`src/rtl/instruction_fetch_unit_if.sv`:
```
// ============================================================================
// Module : instruction_fetch_unit_if
// Brief  : Instruction-memory port and decoder handshake bundle for the fetch unit.
// Rev    : 1.0
// ============================================================================
`default_nettype none

interface instruction_fetch_unit_if #(
  parameter int ADDR_W = 16,
  parameter int INST_W = 32
);
  logic              i_fetch_en;
  logic [ADDR_W-1:0] o_imem_addr;
  logic [INST_W-1:0] i_imem_data;
  logic              i_redirect_valid;
  logic [ADDR_W-1:0] i_redirect_pc;
  logic              o_inst_valid;
  logic              i_inst_ready;
  logic [INST_W-1:0] o_inst;
  logic [ADDR_W-1:0] o_inst_pc;

  modport master (
    input  i_fetch_en, i_imem_data, i_redirect_valid, i_redirect_pc, i_inst_ready,
    output o_imem_addr, o_inst_valid, o_inst, o_inst_pc
  );

  modport slave (
    output i_fetch_en, i_imem_data, i_redirect_valid, i_redirect_pc, i_inst_ready,
    input  o_imem_addr, o_inst_valid, o_inst, o_inst_pc
  );
endinterface

`default_nettype wire

```
`src/rtl/instruction_fetch_unit.sv`:
```
// ============================================================================
// Module : instruction_fetch_unit
// Brief  : PC + prefetch FIFO feeding the decoder over valid/ready, with redirect flush.
//          Optional macro FETCH_PERF_CNT_EN adds o_fetch_count (pops since reset).
// Rev    : 1.0
// ============================================================================
`default_nettype none

module instruction_fetch_unit #(
  parameter int              ADDR_W   = 16,
  parameter int              INST_W   = 32,
  parameter int              DEPTH    = 2,
  parameter logic [ADDR_W-1:0] RESET_PC = '0
) (
  input  wire logic                  clk,
  input  wire logic                  rst_n,
  instruction_fetch_unit_if.master   bus
`ifdef FETCH_PERF_CNT_EN
  ,
  output logic [31:0]                o_fetch_count
`endif
);

  localparam int c_PTR_W = (DEPTH > 1) ? $clog2(DEPTH) : 1;
  localparam int c_CNT_W = $clog2(DEPTH + 1);
  localparam logic [c_CNT_W-1:0] c_DEPTH_CNT = c_CNT_W'(DEPTH);

  logic [ADDR_W-1:0]  r_pc;
  logic [c_CNT_W-1:0] r_count;
  logic [c_PTR_W-1:0] r_wr_ptr;
  logic [c_PTR_W-1:0] r_rd_ptr;
  logic [INST_W-1:0]  r_mem_inst [DEPTH];
  logic [ADDR_W-1:0]  r_mem_pc   [DEPTH];

  logic w_valid;
  logic w_pop;
  logic w_push;

  // A redirect hides the head in the same cycle so the decoder never takes a stale word.
  assign w_valid = (r_count != '0) && !bus.i_redirect_valid;
  assign w_pop   = w_valid && bus.i_inst_ready;
  assign w_push  = bus.i_fetch_en && !bus.i_redirect_valid &&
                   ((r_count < c_DEPTH_CNT) || w_pop);

  assign bus.o_imem_addr  = r_pc;
  assign bus.o_inst_valid = w_valid;
  assign bus.o_inst       = r_mem_inst[r_rd_ptr];
  assign bus.o_inst_pc    = r_mem_pc[r_rd_ptr];

  always_ff @(posedge clk or negedge rst_n) begin
    if (!rst_n) begin
      r_pc     <= RESET_PC;
      r_count  <= '0;
      r_wr_ptr <= '0;
      r_rd_ptr <= '0;
      for (int i = 0; i < DEPTH; i++) begin
        r_mem_inst[i] <= '0;
        r_mem_pc[i]   <= '0;
      end
    end else if (bus.i_redirect_valid) begin
      r_pc     <= bus.i_redirect_pc;
      r_count  <= '0;
      r_wr_ptr <= '0;
      r_rd_ptr <= '0;
    end else begin
      if (w_push) begin
        r_mem_inst[r_wr_ptr] <= bus.i_imem_data;
        r_mem_pc[r_wr_ptr]   <= r_pc;
        r_wr_ptr             <= r_wr_ptr + 1'b1;
        r_pc                 <= r_pc + 1'b1;
      end
      if (w_pop) begin
        r_rd_ptr <= r_rd_ptr + 1'b1;
      end
      case ({w_push, w_pop})
        2'b10:   r_count <= r_count + 1'b1;
        2'b01:   r_count <= r_count - 1'b1;
        default: r_count <= r_count;
      endcase
    end
  end

`ifdef FETCH_PERF_CNT_EN
  logic [31:0] r_fetch_count;

  always_ff @(posedge clk or negedge rst_n) begin
    if (!rst_n) begin
      r_fetch_count <= '0;
    end else if (w_pop) begin
      r_fetch_count <= r_fetch_count + 32'd1;
    end
  end

  assign o_fetch_count = r_fetch_count;
`endif

endmodule

`default_nettype wire

```
`src/flat_wrapper.sv`:
```
// flat-port wrapper written by rule: the top's interface ports become plain ports
module instruction_fetch_unit_flat 
#(
  parameter int              ADDR_W   = 16,
  parameter int              INST_W   = 32,
  parameter int              DEPTH    = 2,
  parameter logic [ADDR_W-1:0] RESET_PC = '0
)
  (clk, rst_n, bus_i_fetch_en, bus_i_imem_data, bus_i_redirect_valid, bus_i_redirect_pc, bus_i_inst_ready, bus_o_imem_addr, bus_o_inst_valid, bus_o_inst, bus_o_inst_pc);
  instruction_fetch_unit_if #(.ADDR_W(ADDR_W), .INST_W(INST_W)) bus_i ();
  input  wire logic clk;
  input  wire logic rst_n;
  input wire logic [$bits(bus_i.i_fetch_en)-1:0] bus_i_fetch_en;
  input wire logic [$bits(bus_i.i_imem_data)-1:0] bus_i_imem_data;
  input wire logic [$bits(bus_i.i_redirect_valid)-1:0] bus_i_redirect_valid;
  input wire logic [$bits(bus_i.i_redirect_pc)-1:0] bus_i_redirect_pc;
  input wire logic [$bits(bus_i.i_inst_ready)-1:0] bus_i_inst_ready;
  output wire logic [$bits(bus_i.o_imem_addr)-1:0] bus_o_imem_addr;
  output wire logic [$bits(bus_i.o_inst_valid)-1:0] bus_o_inst_valid;
  output wire logic [$bits(bus_i.o_inst)-1:0] bus_o_inst;
  output wire logic [$bits(bus_i.o_inst_pc)-1:0] bus_o_inst_pc;
  assign bus_i.i_fetch_en = bus_i_fetch_en;
  assign bus_i.i_imem_data = bus_i_imem_data;
  assign bus_i.i_redirect_valid = bus_i_redirect_valid;
  assign bus_i.i_redirect_pc = bus_i_redirect_pc;
  assign bus_i.i_inst_ready = bus_i_inst_ready;
  assign bus_o_imem_addr = bus_i.o_imem_addr;
  assign bus_o_inst_valid = bus_i.o_inst_valid;
  assign bus_o_inst = bus_i.o_inst;
  assign bus_o_inst_pc = bus_i.o_inst_pc;
  instruction_fetch_unit #(.ADDR_W(ADDR_W), .INST_W(INST_W), .DEPTH(DEPTH), .RESET_PC(RESET_PC)) u_core (.clk(clk), .rst_n(rst_n), .bus(bus_i));
endmodule
```
`config.mk`:
```
export PLATFORM = sky130hd
export DESIGN_NAME = instruction_fetch_unit_flat
export DESIGN_NICKNAME = d
export VERILOG_FILES = /design/src/rtl/instruction_fetch_unit_if.sv /design/src/rtl/instruction_fetch_unit.sv /design/src/flat_wrapper.sv
export SDC_FILE = /design/constraint.sdc
export NUM_CORES = 1
export LEC_CHECK = 0
export ABC_CLOCK_PERIOD_IN_PS = 4700
export CAP_MARGIN = 40
export CELL_PAD_IN_SITES_DETAIL_PLACEMENT = 0
export CELL_PAD_IN_SITES_GLOBAL_PLACEMENT = 1
export CORE_MARGIN = 2
export CORE_UTILIZATION = 45
export CTS_BUF_LIST = sky130_fd_sc_hd__clkbuf_4
export DETAILED_ROUTE_END_ITERATION = 6
export GPL_ROUTABILITY_DRIVEN = 0
export HOLD_SLACK_MARGIN = 0.15
export PLACE_DENSITY_LB_ADDON = 0.2
export SYNTH_ARGS = -nofsm -noshare
export SYNTH_HDL_FRONTEND = slang
export SYNTH_SLANG_ARGS = --single-unit
export TNS_END_PERCENT = 100
```
`constraint.sdc`:
```
create_clock -name clk -period 4.7 [get_ports clk]
set_clock_uncertainty 0.2 [all_clocks]
set_input_delay 1.175 -clock clk [delete_from_list [all_inputs] [get_ports clk]]
set_output_delay 1.175 -clock clk [all_outputs]
set_load 0.02 [all_outputs]
```
==> results of run 1 <==
==> cell families after synthesis <==
| family | count (synthesis) |
|---|---|
| AOI/OAI and AO/OA | 31 |
| xor gates and xnor gates | 10 |
| adders and majority gates | 1 |
| buffers and inverters | 27 |
| muxes | 143 |
| and+or+nand+nor | 65 |
| DFF | 116 |
==> cells in the final DEF (no fill, tap or decap), types with 2 or more instances in the layout <==
cell	n
a31oi_1	6
clkbuf_4	20
xor2_1	5
xnor2_1	5
a21oi_1	2
mux2_1	2
nor2_1	14
clkinv_2	6
inv_1	4
nand2_1	18
nand4_1	7
mux2_2	140
nor4_1	3
nand3_1	2
buf_12	2
and3_1	3
nand4b_1	2
clkinv_1	5
and2_1	2
clkdlybuf4s50_1	116
buf_4	6
dfrtp_1	115
or4_1	2
o21ai_0	17
==> area by class of cell <==
cell class              instances  area (um^2)  share of cell area [%]
clock inverters                10         45.0                   0.662
clock buffers                  20          150                    2.21
inverters                       5         18.8                   0.276
multi-input cells             250         2260                    33.2
flip-flops and latches        116         2900                    42.7
repair buffers                124         1250                    18.3
well taps                     143          179                    2.63
==> critical path: stages (launching register included) <==
cell and delay, ns:
dfrtp_2 0.70, buf_12 0.29, mux2_2 0.36, clkdlybuf4s50_1 0.56
==> layer usage <==
metal,vias to the layer above,track usage [%]
li1,1672,-
met5,-,0
met3,9,5.78
met1,1790,24.7
met4,0,5.61
met2,72,30.6
==> state kept, by name, summed over array words and instances, names as in the netlist <==
signal and cells:
u_core.r_wr_ptr 1, u_core.r_mem_pc 32, u_core.bus.o_imem_addr 16, u_core.r_count 2, u_core.r_mem_inst 64, u_core.r_rd_ptr 1
==> final timing paths <==
kind                                                  from                                end  slack [ns]  cells past startpoint
setup / recovery               u_core.r_rd_ptr$_DFFE_PN0P_                      bus_o_inst[3]        0.90                      3
hold / removal             u_core.r_mem_pc[15]$_DFFE_PN0P_    u_core.r_mem_pc[15]$_DFFE_PN0P_        0.29                      2
setup reg to reg             u_core.r_count[1]$_DFFE_PN0P_  u_core.r_mem_inst[59]$_DFFE_PN0P_        2.37                      5
hold reg to reg            u_core.r_mem_pc[15]$_DFFE_PN0P_    u_core.r_mem_pc[15]$_DFFE_PN0P_        0.29                      2
max in group asynchronous                            rst_n    u_core.r_mem_pc[21]$_DFFE_PN0P_        3.22                      2
min in group asynchronous                            rst_n  u_core.r_mem_inst[11]$_DFFE_PN0P_        0.39                      1
==> power by group through the flow <==
| stage | Combinational, mW | Sequential (mW) | Clock (mW) |
|---|---|---|---|
| floorplan | 0.597 | 1.39 | 0 |
| global placement | 0.972 | 1.41 | 0 |
| detailed placement | 0.990 | 1.42 | 0 |
| CTS | 0.995 | 1.40 | 0.577 |
| global route | 1.05 | 1.44 | 0.629 |
| finish | 0.980 | 1.40 | 0.553 |
==> metrics by stage <==
stage | std cells | cell area (um^2)
6_report | 668 | 6800
5_1_grt | 668 | 6800
4_1_cts | 668 | 6800
3_5_place_dp | 638 | 6600
3_3_place_gp | 637 | 6580
2_1_floorplan | 393 | 5280
==> metrics.md, run 1 <==
| Metric | Value |
|---|---|
| First-pass GRT wire length | 18700 um |
| Combinational family with the most area after synthesis | multiplexers |
| Simple-gate share of the synthesized area | 6.80% |
| Leakage | about 2.8 nW |
| Total chip power | 2.93 mW |
| Mapped Nets | 447 |
| Vias in the first global route | approximately 3700 |
| Drt total wl | 11200 um |
| Hold Buf Count CTS | 0 |
| Gate Count Post-Synth | between 300 and 400 |
| Dpl ws | 0.946 ns |
| CTS tree | yes |
| Setup CP Type | flip-flop to output pin |
| DP Wirelength | 7470 um |
| Worst Max-Slew Pin Slew | approximately 0.7 ns |
| Met2 routed WL | 5450 um |
| Final Hold Fails | 0 |
| Setup bufs post-CTS | 0 |
| Post-synth EDFFs | 0 |
| Total negative slack | 0 ns |
| Rel. slew slack | a little over half |
| Power share of the sequential group | 47.7% |
| Synth Cell Area | 5280 um^2 |
| Outcome | finished clean |
| # setup viols final | 0 |
| Share of cells above drive strength 1 | 34.5% |
| Commonest cells post-synth | mux2_2 (140), dfrtp_1 (116), nand2_1 (18) |
| M1 WL | between 5000 and 6000 um |
| P per Cell Area | 431 nW/um^2 |
| Row cnt | 39 |
| Initial antenna violation count | 0 |
| Clock root cell | clkbuf_4 |
| Initial DRC count | 115 |
| Vias post-DR | 3543 |
| Crit start category | flip-flop |
| CTS Buffer Depth | 2 |
| Port buffer count | 117 |
| Die Width | 112 um |
| Achievable Freq | 0.263 GHz |
| Top cells by area, synth | dfrtp_1 (55%), mux2_2 (30%), o21ai_0 (1.6%) |
| Compound-Gate Fraction of Synth Area | 3.46% |
| Critical Path RT | 3.32 ns |
| Netlist cell types | between 40 and 50 |
| Die area | 12600 um^2 |
| Synth top area share | 55.0% |
| Die height | 112 um |
| Clk Latency, worst-skew pair | 0.51 ns |
| Portion of netlist area occupied by mux cells | 30.5% |
| Switching Share | approximately 31% |
| Ports | 118 |
| Hold WS | 0.290 ns |
| Share of flip-flops with an asynchronous set or reset | 100% |
| Internal power | 2.03 mW |
| NumNets Final | 568 |
| Max VDD drop | 0.246 mV |
| ANT cells | 0 |
| Cts repair resizes | 0 |
| Mean routed wirelength per cell | 16.7 um |
| Synth Warn # | 0 |
| Util after Layout | 59.5% |
| Sw Pwr | 0.900 mW |
| Starting Density | 46.3% |
| Total track usage | 18.9% |
| Worst hold path class | flip-flop to flip-flop |
| Clk sink count | 116 |
| Mean Syn Cell Area | 13.4 um^2 |
| Critical path endpoint category | output pin |
| CTS H-tree depth | 4 |
| XOR/XNOR Fraction of Synth Area | 1.66% |
| Clock share of power | 18.9% |
| Most common cell in the netlist | mux2_2 |
| CTS clock-pin slew for the worst setup and hold paths | roughly 0.1 ns |
| Synth Area in Adders | less than 1% |
| Synth Register Bits | 116 |
| Setup ws final | between 0.8 and 0.9 ns |
| Seq/Total Area, Yosys | 55.0% |
| # DRC | 0 |
| Final cycle utilization of the critical path | 81.0% |
| Routed wl met3 | 441 um |
| Grt total ovfl | 0 |
| CP max FO | 30 |
| Area grow syn2layout | 28.7% |
| Synth area leader | dfrtp_1 |
| Worst Path Arrival | 2.43 ns |
| TritonRoute pass-1 iters | 4 |
| Final slew viol count | 0 |
| Max cap viols | 0 |
| Via-to-Cell Ratio | 5.30 |
| RSZ-0062 raised after global routing | false |
| Top layer in use | met4 |
| Fillers | 980 |
| Comb power frac | 33.4% |
| Antenna Nets Post-Route | 0 |
| Tmin final | 3.80 ns |
| Core area | 11400 um^2 |
| Main flop type after synthesis | dfrtp_1 |
| CTS Buf Count | 17 |
| Largest net degree at the start of global routing | 51 |
Note: power is estimated with default switching activity, not from simulation.
==> inputs of run 2 (changes only) <==
- ABC_CLOCK_PERIOD_IN_PS: 4700 -> 3900
- CORE_UTILIZATION: 45 -> 42
- clock period: 4.7 -> 3.9 ns (I/O delays scaled with it)
==> metrics.md, run 2 (synthesized netlist as in run 1, its figures left out) <==
| Metric | Value |
|---|---|
| Outcome | finished clean |
| Worst Path Arrival | 2.18 ns (-0.25 ns) |
| RSZ-0062 raised after global routing | false |
| P per Cell Area | 566 nW/um^2 (+31%) |
| Share of cells above drive strength 1 | 35.5% (+1.1 points) |
| Origin of the worst setup path | u_core.r_rd_ptr$_DFFE_PN0P_ |
| # setup viols final | 0 (unchanged) |
| Core area | 12200 um^2 (+6.5%) |
| Die area | 13500 um^2 (+6.9%) |
| Port buffer count | 117 (unchanged) |
| Drt total wl | 11400 um (+1.8%) |
| Total negative slack | 0 ns (unchanged) |
| Max VDD drop | 0.201 mV (-18%) |
| Starting Density | 43.4% (-2.8 points) |
| CTS H-tree depth | 4 (unchanged) |
| Vias post-DR | 3524 (-0.54%) |
| Critical path endpoint category | output pin |
| # DRC | 0 (unchanged) |
| NumNets Final | 570 (+0.35%) |
| Setup CP Type | flip-flop to output pin |
| ANT cells | 0 (unchanged) |
| Clk Latency, worst-skew pair | 0.50 ns (about the same) |
| Initial antenna violation count | 0 (unchanged) |
| Ports | 118 (unchanged) |
| Most common cell after layout, fill and taps aside | mux2_2 |
| Largest net degree at the start of global routing | 56 (+9.8%) |
| Worst hold path class | flip-flop to flip-flop |
| CTS clock-pin slew for the worst setup and hold paths | 0.10 ns (about the same) |
| Grt total ovfl | 0 (unchanged) |
| Cts repair resizes | 0 (unchanged) |
| Max reg flops | 64 (unchanged) |
| Reg2Reg Launch Point | u_core.bus.o_imem_addr[2]$_DFFE_PN0P_ |
| Clk sink count | 116 (unchanged) |
| Rel. slew slack | 53.0% (-1.1 points) |
| Area grow syn2layout | 32.9% |
| CTS Buf Count | 17 (unchanged) |
| Commonest cells after routing, fill and taps aside | mux2_2 (140), clkdlybuf4s50_1 (116), dfrtp_1 (115) |
| Via-to-Cell Ratio | 5.06 (-4.7%) |
| Setup bufs post-CTS | 0 (unchanged) |
| Worst Max-Slew Pin Slew | 0.705 ns (+0.0164 ns) |
| Final cycle utilization of the critical path | 86.0% |
| Clock root cell | clkbuf_4 |
| Leakage | 2.88 nW (+2.7%) |
| Critical Path RT | 2.72 ns (-0.60 ns) |
| Fillers | 1035 (+5.6%) |
| Total track usage | 17.9% (-0.96 points) |
| CTS tree | yes |
| Setup ws final | 0.545 ns (-0.350 ns) |
| Biggest register | u_core.r_mem_inst |
| CP max FO | 27 (-10%) |
| Max cap viols | 0 (unchanged) |
| Mean routed wirelength per cell | 16.3 um (-2.4%) |
| Row cnt | 40 (+2.6%) |
| Reg2reg setup slack | 1.62 ns (-0.75 ns) |
| Dpl ws | 0.588 ns (-0.359 ns) |
| Die Width | 116 um (+3.4%) |
| CTS Buffer Depth | 2 (unchanged) |
| TritonRoute pass-1 iters | 4 (unchanged) |
| CP Capture Point | bus_o_inst[8] |
| Die height | 116 um (+3.4%) |
| Vias in the first global route | 3684 (-1.5%) |
| R2R Path End | u_core.bus.o_imem_addr[11]$_DFFE_PN0P_ |
| DP Wirelength | 7570 um (+1.3%) |
| Hold Buf Count CTS | 0 (unchanged) |
| Initial DRC count | 98 (-15%) |
| First-pass GRT wire length | 18400 um (-1.6%) |
| Antenna Nets Post-Route | 0 (unchanged) |
| Final slew viol count | 0 (unchanged) |
| R2R depth | 4 (-1) |
| Final Hold Fails | 0 (unchanged) |
| Achievable Freq | 0.298 GHz |
| Tmin final | 3.36 ns |
| Crit start category | flip-flop |
[run 2: changes by cell type in the layout (fill, tap and decap cells not counted), sizes merged]
cell	before	now
bufinv	0	6
clkinv	11	6
clkinvlp	0	3
buf	8	10
clkbuf	20	18
[run 2: cell type report]
class | instances | area, um^2 | area share (%)
sequential | 116 | 2900 | 41.4
multi-input combinational | 250 | 2260 | 32.1
timing repair buffer | 126 | 1260 | 18.0
clock inverter | 14 | 234 | 3.33
tap | 168 | 210 | 2.99
clock buffer | 18 | 135 | 1.93
inverter | 5 | 18.8 | 0.267
[run 2: metrics by stage]
step	utilization (%)	power (mW)	hold WS [ns]	cell area, um^2	std cells
after global routing	57.7	4.19	0.319	7020	697
after global placement	54.7	2.87	0.262	6650	665
after detailed placement	54.7	2.92	0.270	6650	665
after CTS	57.7	4.03	0.288	7020	697
after floorplan	-	2.39	0.244	5280	393
final	57.7	3.97	0.291	7020	697
[run 2: power breakdown]
group	internal (mW)	total (mW)	leakage (nW)	switching [mW]
Clock	0.642	1.10	0.186	0.455
Sequential	1.51	1.68	1.38	0.169
Combinational	0.689	1.19	1.31	0.504
[run 2: worst min path at each step]
stage / from / endpoint / cells past startpoint
6_report: u_core.r_mem_pc[6]$_DFFE_PN0P_ / u_core.r_mem_pc[6]$_DFFE_PN0P_ / 2
4_1_cts: rst_n / u_core.r_mem_inst[1]$_DFFE_PN0P_ / 1
5_1_grt: rst_n / u_core.r_mem_inst[0]$_DFFE_PN0P_ / 1
2_1_floorplan: u_core.r_mem_pc[15]$_DFFE_PN0P_ / u_core.r_mem_pc[15]$_DFFE_PN0P_ / 2
3_5_place_dp: u_core.r_mem_pc[15]$_DFFE_PN0P_ / u_core.r_mem_pc[15]$_DFFE_PN0P_ / 2
3_3_place_gp: u_core.r_mem_pc[15]$_DFFE_PN0P_ / u_core.r_mem_pc[15]$_DFFE_PN0P_ / 2
[run 2: layer usage]
layer  global-route usage [%]  part of all wire, %
met1                     22.3                   44
met2                     30.6                   51
met3                     4.31                  4.5
met4                     6.67                  1.1
met5                        0                    0
[run 2: critical path, stage by stage, from the launching register on]
cell             delay (ns)
dfrtp_2                0.37
buf_4                  0.36
mux2_2                 0.38
clkdlybuf4s50_1        0.56
==> inputs of run 3 (changes only) <==
- CORE_MARGIN: 2 -> 10
- CTS_CLUSTER_DIAMETER: not set -> 200
==> metrics.md, run 3 (synthesized netlist as in run 1, its figures left out) <==
| Metric | Value |
|---|---|
| Outcome | finished clean |
| Final slew viol count | 0 (unchanged) |
| CTS H-tree depth | 4 (unchanged) |
| Largest net degree at the start of global routing | 67 (+20%) |
| Crit start category | flip-flop |
| CTS Buf Count | 17 (unchanged) |
| Clock root cell | clkbuf_4 |
| Initial DRC count | 115 (+17%) |
| NumNets Final | 567 (-0.53%) |
| Most common cell after layout, fill and taps aside | mux2_2 |
| # setup viols final | 0 (unchanged) |
| Critical path endpoint category | output pin |
| Grt total ovfl | 0 (unchanged) |
| Tmin final | 3.42 ns (+0.0631 ns) |
| CTS clock-pin slew for the worst setup and hold paths | 0.11 ns (about the same) |
| Fillers | 1013 (-2.1%) |
| Setup CP Type | flip-flop to output pin |
| RSZ-0062 raised after global routing | false |
| Initial antenna violation count | 0 (unchanged) |
| Clk sink count | 116 (unchanged) |
| Max reg flops | 64 (unchanged) |
| Setup ws final | 0.482 ns (-0.0631 ns) |
| Drt total wl | 12400 um (+9.1%) |
| TritonRoute pass-1 iters | 4 (unchanged) |
| Die area | 17500 um^2 (+29%) |
| Starting Density | 43.4% (unchanged) |
| Setup bufs post-CTS | 0 (unchanged) |
| Worst Path Arrival | 2.24 ns (+0.06 ns) |
| Clk Latency, worst-skew pair | 0.52 ns (+0.02 ns) |
| Via-to-Cell Ratio | 5.10 (+0.77%) |
| Non-Filler Instances | 694 (-0.43%) |
| Cts repair resizes | 0 (unchanged) |
| Biggest register | u_core.r_mem_inst |
| Core area | 12200 um^2 (unchanged) |
| CP max FO | 30 (+11%) |
| Worst Max-Slew Pin Slew | 0.677 ns (-0.0276 ns) |
| DP Wirelength | 8560 um (+13%) |
| Ports | 118 (unchanged) |
| Dpl cells | 662 (-0.45%) |
| P per Cell Area | 559 nW/um^2 (-1.2%) |
| Row cnt | 40 (unchanged) |
| Vias in the first global route | 3790 (+2.9%) |
| Vias post-DR | 3536 (+0.34%) |
| Area grow syn2layout | 31.9% |
| Die height | 132 um (+14%) |
| First-pass GRT wire length | 19900 um (+8.2%) |
| CTS Buffer Depth | 2 (unchanged) |
| # DRC | 0 (unchanged) |
| Total negative slack | 0 ns (unchanged) |
| Leakage | 2.87 nW (-0.56%) |
| Hold Buf Count CTS | 0 (unchanged) |
| CTS tree | yes |
| Port buffer count | 117 (unchanged) |
| Critical Path RT | 2.72 ns (about the same) |
| Final Hold Fails | 0 (unchanged) |
| Final cycle utilization of the critical path | 87.6% (+1.6 points) |
| ANT cells | 0 (unchanged) |
| Share of cells above drive strength 1 | 34.6% (-0.94 points) |
| Achievable Freq | 0.293 GHz (-1.8%) |
| Mean routed wirelength per cell | 17.9 um (+9.5%) |
| Commonest cells after routing, fill and taps aside | mux2_2 (140), clkdlybuf4s50_1 (116), dfrtp_1 (115) |
| Antenna Nets Post-Route | 0 (unchanged) |
| Total track usage | 14.2% (-3.8 points) |
| Die Width | 132 um (+14%) |
| Max cap viols | 0 (unchanged) |
| Rel. slew slack | 54.8% (+1.8 points) |
| Worst hold path class | input pin to async pin |
| Max VDD drop | 0.230 mV (+14%) |
| Dpl ws | 0.570 ns (-0.0173 ns) |
==> run 3: cell count changes in the layout (fill, tap and decap cells not counted) <==
| cell | previous run | this run |
|---|---|---|
| buf_4 | 8 | 4 |
| clkinv_1 | 2 | 5 |
| clkinv_2 | 2 | 5 |
| clkinvlp_4 | 3 | 0 |
| clkinv_4 | 2 | 0 |
| buf_12 | 2 | 3 |
| bufinv_16 | 6 | 5 |
==> run 3: layout make-up <==
cell class | count | area, um^2 | area share [%]
clock inverters | 14 | 190 | 2.73
repair buffers | 123 | 1250 | 18.0
flip-flops and latches | 116 | 2900 | 41.7
clock buffers | 18 | 135 | 1.94
inverters | 5 | 18.8 | 0.269
well taps | 168 | 210 | 3.02
multi-input cells | 250 | 2260 | 32.4
==> run 3: path summary, 6_finish.rpt <==
path	start	endpoint	slack [ns]	depth (start not counted)
setup / recovery	u_core.r_rd_ptr$_DFFE_PN0P_	bus_o_inst[1]	0.48	3
hold / removal	rst_n	u_core.r_mem_inst[15]$_DFFE_PN0P_	0.28	1
setup reg to reg	u_core.bus.o_imem_addr[2]$_DFFE_PN0P_	u_core.bus.o_imem_addr[11]$_DFFE_PN0P_	1.67	4
hold reg to reg	u_core.r_mem_pc[15]$_DFFE_PN0P_	u_core.r_mem_pc[15]$_DFFE_PN0P_	0.28	2
max in group asynchronous	rst_n	u_core.r_mem_pc[25]$_DFFE_PN0P_	2.43	2
min in group clk	u_core.r_mem_pc[15]$_DFFE_PN0P_	u_core.r_mem_pc[15]$_DFFE_PN0P_	0.28	2
==> run 3: layer usage <==
| layer | part of all wire (%) | wire, um | global-route usage, % |
|---|---|---|---|
| met5 | 0 | 0 | 0 |
| met2 | 49 | 6120 | 23.4 |
| met3 | 4.4 | 542 | 4.61 |
| met4 | 1.3 | 158 | 5.56 |
| met1 | 45 | 5570 | 16.7 |
==> run 3: metrics by stage <==
step	utilization, %	hold WS, ns	cell area [um^2]	power (mW)
floorplan	-	0.244	5280	2.39
CTS	57.3	0.257	6970	3.95
finish	57.3	0.278	6970	3.89
detailed placement	54.6	0.265	6640	2.94
global route	57.3	0.264	6970	4.10
global placement	54.6	0.259	6640	2.89
==> run 3: power breakdown <==
part	switching, mW	internal [mW]
Sequential	0.171	1.51
Clock	0.436	0.566
Combinational	0.519	0.689
==> run 3: critical path: stages (launching register included) <==
cell and delay (ns):
dfrtp_2 0.37, buf_4 0.39, mux2_2 0.40, clkdlybuf4s50_1 0.55
